==> src/rtl/mmio_arb_pkg.sv <==
// Shared widths and the registered bus command type for the MMIO bus arbiter.
package mmio_arb_pkg;
    localparam int ADDR_W = 21;
    localparam int DATA_W = 32;

    typedef struct packed {
        logic              wr;
        logic [ADDR_W-1:0] addr;
        logic [DATA_W-1:0] wr_data;
    } mmio_cmd_t;
endpackage

==> src/rtl/mmio_bus_arbiter_rr.sv <==
// NM-way round-robin selector with a bounded lock that keeps the grant on one master.
module rr_arbiter #(
    parameter int NM       = 2,
    parameter int MAX_LOCK = 4,
    parameter int IW       = (NM > 1) ? $clog2(NM) : 1
) (
    input  logic          clk,
    input  logic          reset,
    input  logic [NM-1:0] req_i,
    input  logic [NM-1:0] lock_i,
    output logic [NM-1:0] gnt_o,
    output logic [IW-1:0] gidx_o
);
    localparam logic [3:0] MAX_L = 4'(MAX_LOCK);

    logic [IW-1:0] ptr_q, ptr_d, owner_q, owner_d;
    logic          locked_q, locked_d;
    logic [3:0]    cnt_q, cnt_d, run;
    logic          found;

    function automatic logic [IW-1:0] wrap(input logic [IW-1:0] p, input int k);
        int s;
        s = int'(p) + k;
        if (s >= NM) s -= NM;
        return IW'(s);
    endfunction

    always_comb begin
        gnt_o    = '0;
        gidx_o   = '0;
        found    = 1'b0;
        ptr_d    = ptr_q;
        owner_d  = owner_q;
        locked_d = 1'b0;
        cnt_d    = '0;
        if (locked_q && req_i[owner_q]) begin
            found  = 1'b1;
            gidx_o = owner_q;
        end else begin
            for (int k = 0; k < NM; k++) begin
                if (!found && req_i[wrap(ptr_q, k)]) begin
                    found  = 1'b1;
                    gidx_o = wrap(ptr_q, k);
                end
            end
        end
        // run = consecutive grants to this master, including this one
        run = (locked_q && owner_q == gidx_o) ? cnt_q + 4'd1 : 4'd1;
        if (found) begin
            gnt_o[gidx_o] = 1'b1;
            ptr_d         = wrap(gidx_o, 1);
            if (lock_i[gidx_o] && run < MAX_L) begin
                locked_d = 1'b1;
                owner_d  = gidx_o;
                cnt_d    = run;
            end
        end
    end

    always_ff @(posedge clk) begin
        if (reset) begin
            ptr_q    <= '0;
            owner_q  <= '0;
            locked_q <= 1'b0;
            cnt_q    <= '0;
        end else begin
            ptr_q    <= ptr_d;
            owner_q  <= owner_d;
            locked_q <= locked_d;
            cnt_q    <= cnt_d;
        end
    end
endmodule

==> src/rtl/mmio_bus_arbiter.sv <==
// Shares the FPro MMIO bus between NM masters: registered command issue and
// a two-stage read-return pipeline tagged with the originating master.
module mmio_bus_arbiter
    import mmio_arb_pkg::*;
#(
    parameter int NM       = 2,
    parameter int MAX_LOCK = 4
) (
    input  logic                         clk,
    input  logic                         reset,
    input  logic [NM-1:0]                m_req,
    input  logic [NM-1:0]                m_wr,
    input  logic [NM-1:0]                m_lock,
    input  logic [NM-1:0][ADDR_W-1:0]    m_addr,
    input  logic [NM-1:0][DATA_W-1:0]    m_wr_data,
    output logic [NM-1:0]                m_gnt,
    output logic [NM-1:0]                m_rd_valid,
    output logic [DATA_W-1:0]            m_rd_data,
    output logic                         mmio_cs,
    output logic                         mmio_wr,
    output logic                         mmio_rd,
    output logic [ADDR_W-1:0]            mmio_addr,
    output logic [DATA_W-1:0]            mmio_wr_data,
    input  logic [DATA_W-1:0]            mmio_rd_data
);
    localparam int IW = (NM > 1) ? $clog2(NM) : 1;

    logic [NM-1:0]         arb_gnt;
    logic [IW-1:0]         gidx;
    mmio_cmd_t             cmd_q, cmd_d;
    logic                  cs_q;
    logic [1:0]            rd_vld_q;
    logic [1:0][IW-1:0]    tag_q;
    logic [DATA_W-1:0]     rd_data_q;

    rr_arbiter #(.NM(NM), .MAX_LOCK(MAX_LOCK), .IW(IW)) u_rr (
        .clk    (clk),
        .reset  (reset),
        .req_i  (m_req),
        .lock_i (m_lock),
        .gnt_o  (arb_gnt),
        .gidx_o (gidx)
    );

    // Nothing is accepted while reset is held, so no command can be lost to it.
    assign m_gnt = reset ? '0 : arb_gnt;

    always_comb begin
        cmd_d = '0;
        if (|m_gnt) begin
            cmd_d.wr      = m_wr[gidx];
            cmd_d.addr    = m_addr[gidx];
            cmd_d.wr_data = m_wr_data[gidx];
        end
    end

    // rd_vld_q[0]: read on the bus now; rd_vld_q[1]: captured data being returned
    always_ff @(posedge clk) begin
        if (reset) begin
            cs_q      <= 1'b0;
            cmd_q     <= '0;
            rd_vld_q  <= '0;
            tag_q     <= '0;
            rd_data_q <= '0;
        end else begin
            cs_q     <= |m_gnt;
            cmd_q    <= cmd_d;
            rd_vld_q <= {rd_vld_q[0], (|m_gnt) & ~m_wr[gidx]};
            tag_q    <= {tag_q[0], gidx};
            if (rd_vld_q[0]) rd_data_q <= mmio_rd_data;
        end
    end

    assign mmio_cs      = cs_q;
    assign mmio_wr      = cs_q & cmd_q.wr;
    assign mmio_rd      = cs_q & ~cmd_q.wr;
    assign mmio_addr    = cmd_q.addr;
    assign mmio_wr_data = cmd_q.wr_data;
    assign m_rd_data    = rd_data_q;

    always_comb begin
        m_rd_valid = '0;
        if (rd_vld_q[1]) m_rd_valid[tag_q[1]] = 1'b1;
    end
endmodule

==> config.mk <==
export PLATFORM = sky130hd
export DESIGN_NAME = mmio_bus_arbiter
export DESIGN_NICKNAME = d
export VERILOG_FILES = /design/src/rtl/mmio_arb_pkg.sv /design/src/rtl/mmio_bus_arbiter_rr.sv /design/src/rtl/mmio_bus_arbiter.sv
export SDC_FILE = /design/constraint.sdc
export NUM_CORES = 1
export LEC_CHECK = 0
export BUFFER_PORTS_ARGS = -buffer_cell sky130_fd_sc_hd__buf_2
export CAP_MARGIN = 20
export CELL_PAD_IN_SITES_DETAIL_PLACEMENT = 2
export CELL_PAD_IN_SITES_GLOBAL_PLACEMENT = 2
export CORE_ASPECT_RATIO = 0.8
export CORE_UTILIZATION = 26
export DETAILED_ROUTE_END_ITERATION = 6
export GPL_TIMING_DRIVEN = 1
export PLACE_DENSITY = 0.86
export RECOVER_POWER = 100
export SYNTH_ARGS = -nofsm -noshare
export SYNTH_HDL_FRONTEND = slang
export SYNTH_SLANG_ARGS = --single-unit
==> constraint.sdc <==
create_clock -name clk -period 3.7 [get_ports clk]
set_input_delay 1.11 -clock clk [delete_from_list [all_inputs] [get_ports clk]]
set_output_delay 1.11 -clock clk [all_outputs]
set_load 0.03 [all_outputs]
Word-level counts from Yosys, hierarchy flattened
Index checks and enable logic that the tools add are counted.
{ "totals": {"ff_bits": 98, "latchBits": 0, "mem_bits_rw": 0, "romBits": 0, "input_bits": 146, "out_inout_bits": 92, "wordCells": 85, "n_memories": 0} }
{ "classes": {"n_addsub": 6, "multipliers": 0, "div_mod_pow": 0, "n_lt_le_gt_ge": 11, "n_eq_ne": 1, "shift": 0, "muxes": 35, "n_bitwise": 8, "reduce_logical": 12} }
{ "ops": {"columns": ["op", "n"], "rows": [
  ["2-to-1 mux 32 bit", 2],
  ["2-to-1 mux 21 bit", 2],
  ["2-to-1 mux 1 bit", 25],
  ["< comparator 1 x 2 -> 1 bit, second input constant", 5],
  ["logical AND 1 bit", 6],
  ["2-to-1 mux 2 bit", 3],
  ["OR reduction 2 bit", 3],
  ["inverter 1 bit", 5],
  ["adder 1 x 1 -> 2 bit, second input constant", 2],
  ["adder 4 x 1 -> 4 bit, second input constant", 1],
  ["greater-or-equal comparator 2 bit, second input constant", 2],
  ["< comparator 4 x 3 -> 1 bit, second input constant", 1],
  ["2-to-1 mux 4 bit", 1],
  ["bitwise AND 1 bit", 3],
  ["OR reduction 3 bit", 1],
  ["subtractor 1 bit, second input constant", 3],
  ["demux 1 bit (select 1 bit)", 2],
  ["greater-or-equal comparator 1 bit, second input constant", 2],
  ["greater-or-equal comparator 1 x 2 -> 1 bit, second input constant", 1],
  ["AND reduction 2 bit", 1],
  ["== test 1 bit", 1],
  ["logical NOT 1 bit", 1]
]} }

Depth between registers and ports, before layout
{ "depth": {"ltp_word": 21, "ltp_mapped": 6, "mapped_depth_nobuf": 5} }

Hierarchy
A second synthesis with hierarchy kept.
{ "hier_totals": {"cells_unflattened": 385, "hier_area_um2": 4061.4} }
{ "by_module_without_submodules": {"columns": ["mod", "n_inst", "cells_each", "area_each_um2"], "rows": [
  ["mmio_bus_arbiter", 1, 348, 3707.3],
  ["rr_arbiter", 1, 37, 354.1]
]} }

Worst setup path before layout
Ideal clock, no wire load.
{ "synth_timing": {"kind": "input to output", "start": "in reset", "end": "out m_gnt[0]", "arrival_ns": 1.911, "path_slack_ns": 0.679, "stages": 3, "path_cell_list": "clkbuf_1 nor3_4 buf_6"} }
{ "synth_via": {"elab_chain_cells": 1} }
{ "synth_lines": {"columns": ["element", "line_no", "text"], "rows": [
  ["start: declaration", "mmio_bus_arbiter.sv:10", "input logic reset,"],
  ["2-to-1 mux 2 bit", "mmio_bus_arbiter.sv:46", "assign m_gnt = reset ? '0 : arb_gnt;"],
  ["end: declaration", "mmio_bus_arbiter.sv:16", "output logic [NM-1:0] m_gnt,"]
]} }
Every way passes these cells.

Worst setup path after layout
{ "layout_timing": {"start": "in m_req[1]", "end": "out m_gnt[1]"} }
{ "layout_via": {"elab_chain_cells": 14} }
{ "layout_lines": {"columns": ["element", "line_no", "text"], "rows": [
  ["start: declaration", "mmio_bus_arbiter.sv:11", "input logic [NM-1:0] m_req,"],
  ["2-to-1 mux 1 bit (implied by the code) (2 in series)", "mmio_bus_arbiter_rr.sv:41", "if (!found && req_i[wrap(ptr_q, k)]) begin"],
  ["2-to-1 mux 1 bit", "mmio_bus_arbiter_rr.sv:41", null],
  ["2-to-1 mux 1 bit", "mmio_bus_arbiter_rr.sv:36", "if (locked_q && req_i[owner_q]) begin"],
  ["logical NOT 1 bit", "mmio_bus_arbiter_rr.sv:41", null],
  ["logical AND 1 bit", "mmio_bus_arbiter_rr.sv:41", null],
  ["2-to-1 mux 1 bit", "mmio_bus_arbiter_rr.sv:41", null],
  ["2-to-1 mux 1 bit", "mmio_bus_arbiter_rr.sv:36", null],
  ["< comparator 1 x 2 -> 1 bit (implied by the code) or greater-or-equal comparator 1 bit (tied branches)", "mmio_bus_arbiter_rr.sv:50", "gnt_o[gidx_o] = 1'b1;"],
  ["logical AND 1 bit (implied by the code)", "mmio_bus_arbiter_rr.sv:50", null],
  ["2-to-1 mux 1 bit (implied by the code)", "mmio_bus_arbiter_rr.sv:50", null],
  ["demux 1 bit (select 1 bit)", null, null],
  ["2-to-1 mux 2 bit *", "mmio_bus_arbiter_rr.sv:49", "if (found) begin"],
  ["2-to-1 mux 2 bit *", "mmio_bus_arbiter.sv:46", null]
]} }
Mark *: on every way between the ends. The rest lies on a longest branch, timed or not. The select of a mux whose other input is x is not followed.

==> results.md <==
* Status: complete, but fails checks
* Failing checks: capacitance limit, slew limit
* Gate Count Post-Synth at 328
* Die X at 135.8 um
* CP max stage delay at 0.38 ns
* Hold_ws at 0.4557 ns
* Maximum vdd drop at 238.8 uV
* Via count at 3029
* IO Port Bufs at 237
* Hold path depth at 1
* Max_cap viols at 1
* Drt via density at 4.377
* Worst R2R Start: u_rr.owner_q$_SDFFE_PP0P_
* Largest cells by area after synthesis: dfxtp_1 (53%), a22o_1 (12%), buf_4 (11%)
* Hold EP: tag_q[1]$_SDFF_PP0_
* Antenna Diode Count at 0
* Post-CTS sizing at 0
* Fillers at 1585
* Distinct cells, synth at 29
* Top_reg_cell synth: dfxtp_1
* Clock Tree Root: clkbuf_16
* Clk_lat worst skew at 0.34 ns
* Total iterations of the first detailed-routing run at 4
* Crit path max-delay family: buffers and inverters
* WL/cell at 16.68 um
* Relative slew slack at -23.86%
* Slew @ Worst Pin at 1.858 ns
* Max Root-Sink Buffers at 2
* Die area at 0.01481 sq mm
* Most frequent cells in the layout: buf_2 (144), dfxtp_1 (97), clkbuf_1 (94)
* Hold Buf Count CTS at 0
* Starting Density at 27.01%
* Clk_skew at 0.005736 ns
* Largest area contributor in the netlist: dfxtp_1
* Yosys reg bits at 98
* H-tree depth at 3
* CP bufs+invs at 2
* Share of layout cells above drive strength 1 at 32.81%
* Leakage at 2.092 nW
* EDFF count, synth at 0
* Crit start category: primary input
* Reg-to-reg endpoint: mmio_wr_data[1]$_SDFF_PP0_
* DRT Wirelength at 11.54 mm
* Cell Count, Final, Fillers Out at 692
* RSZ-0062 raised after global routing: false
* CTS Sinks at 98
* R2R depth at 5
* Post-Place Setup Slack at 0.5803 ns
* Fmax at 308.8 MHz
* Post-CTS setup buffers at 0
* # IOs at 238
* Asr flop ratio synth at 0%
* CP Depth at 4
* PnR worst setup slack at 0.4617 ns
* CP Cell Sequence: clkbuf_1, a21boi_4, and2b_2, buf_2
* Final #Nets at 654
* TNS Setup at 0 ns
* Std-Cell Core Area at 0.01379 sq mm
* Most common cell after layout, fill and taps aside: buf_2
* # placed instances at 676
* Hold Path Class: reg -> reg
* Final ANT Viol Nets at 0
* CP endpoint kind: output port
* Synth Cell Area at 0.003724 sq mm
* Pin count of the biggest net entering global routing at 54
* Crit share post-route at 87.52%
* Final Hold Viols at 0
* Total GRT Usage at 14.97%
* TritonCTS Buffers at 9
* GP Congestion at 0.7237
* Area grow syn2layout at 28.56%
* Drt initial violations at 123
* Clock-pin slew on the worst setup and hold paths at 0.07 ns
* CTS tree: done
* Register area share after synthesis at 52.69%
* GR Overflow Total at 0
* Yosys warns at 0
* Hold path startpoint: tag_q[0]$_SDFF_PP0_
* Top-area cell type share of the netlist area at 52.69%
* Final slew viol count at 44
* Worst endpoint required time at 2.59 ns
* Num rows at 38
* R2r setup slk at 1.41 ns
* CP Max Fanout at 8
* Mean Syn Cell Area at 11.35 sq um
* Final Critical Period at 3.238 ns
* First-pass GRT wire length at 16.82 mm
* Final setup viols at 0
* Die height at 109.0 um
* Slowest CP cell: a21boi_4
* Arrival time at the worst endpoint at 2.13 ns
* Kind of critical path: in -> out
* Number of global-route vias before repair at 3221
* Initial antenna violation count at 0
* DP Wirelength at 9.027 mm
* Residual DRC at 0
* Power per cell area at 530.3 mW/mm^2
## cells in the mapped netlist, types with 2 or more instances
cell and number:
nor2b_1 6, inv_1 2, nor3_1 4, clkbuf_1 6, mux2i_1 35, nor2_1 35, nand2_1 2, a22o_1 52
buf_4 53, dfxtp_1 98, buf_6 11, o32ai_1 2, buf_2 3, xnor2_1 2, and2_1 3
## cell families (layout without fill, tap and decap cells)
logic type / Yosys count / count (layout) / synth area share, %
flops: 98 / 98 / 52.69
other cells: 1 / 2 / 0.1007
compound gates: 60 / 60 / 14.52
xor+xnor: 2 / 2 / 0.4705
buf+inv: 75 / 258 / 15.22
fa+ha+maj: 1 / 1 / 0.3360
mux: 36 / 36 / 9.778
simple gates: 55 / 55 / 6.889
## metal layers
layer | global-route usage, % | part of all wire (%)
met3 | 6.416 | 9.7
met5 | 0 | 0
met4 | 4.093 | 0.99
met1 | 15.47 | 37
met2 | 27.55 | 52
## power by group
group | internal, mW | switching [mW]
Combinational | 0.149 | 0.260
Sequential | 1.13 | 0.0392
Clock | 0.550 | 0.415
## cell type report
class,instances,area [sq um],share of cell area (%)
clock buffer,10,239.0,4.992
clock inverter,6,72.57,1.516
inverter,2,7.507,0.1568
multi-input combinational,156,1194,24.93
sequential,98,1963,41.01
tap,180,225.2,4.705
timing repair buffer,240,1086,22.69
## stage by stage
| step | utilization, % | total power [mW] | area [sq um] |
|---|---|---|---|
| after CTS | 35.65 | 2.612 | 4916 |
| final | 34.72 | 2.539 | 4787 |
| after detailed placement | 33.39 | 1.623 | 4604 |
| after floorplan | - | 1.509 | 3727 |
| after global placement | 33.39 | 1.601 | 4604 |
| after global routing | 34.72 | 2.663 | 4787 |
## worst register-to-register path, cell delays in order (launching register included)
cell and delay [ns]:
dfxtp_1 0.44, mux2i_2 0.13, a21boi_4 0.32, and2b_2 0.21, clkbuf_2 0.83, a22o_1 0.30
## registers in the layout, summed over array words and instances, names as in the netlist
name / count
cmd_q: 1
m_rd_data: 32
mmio_addr: 21
mmio_cs: 1
mmio_wr_data: 32
rd_vld_q: 2
tag_q: 2
u_rr.cnt_q: 4
u_rr.locked_q: 1
u_rr.owner_q: 1
u_rr.ptr_q: 1
## how the worst max path moves through the flow
stage	to	from
finish	m_gnt[1]	m_req[1]
CTS	m_gnt[1]	m_req[1]
global route	m_gnt[1]	m_req[1]
detailed placement	m_gnt[1]	m_req[1]
global placement	m_gnt[1]	m_req[1]
floorplan	m_gnt[0]	reset
(Power assumes the default switching activity.)
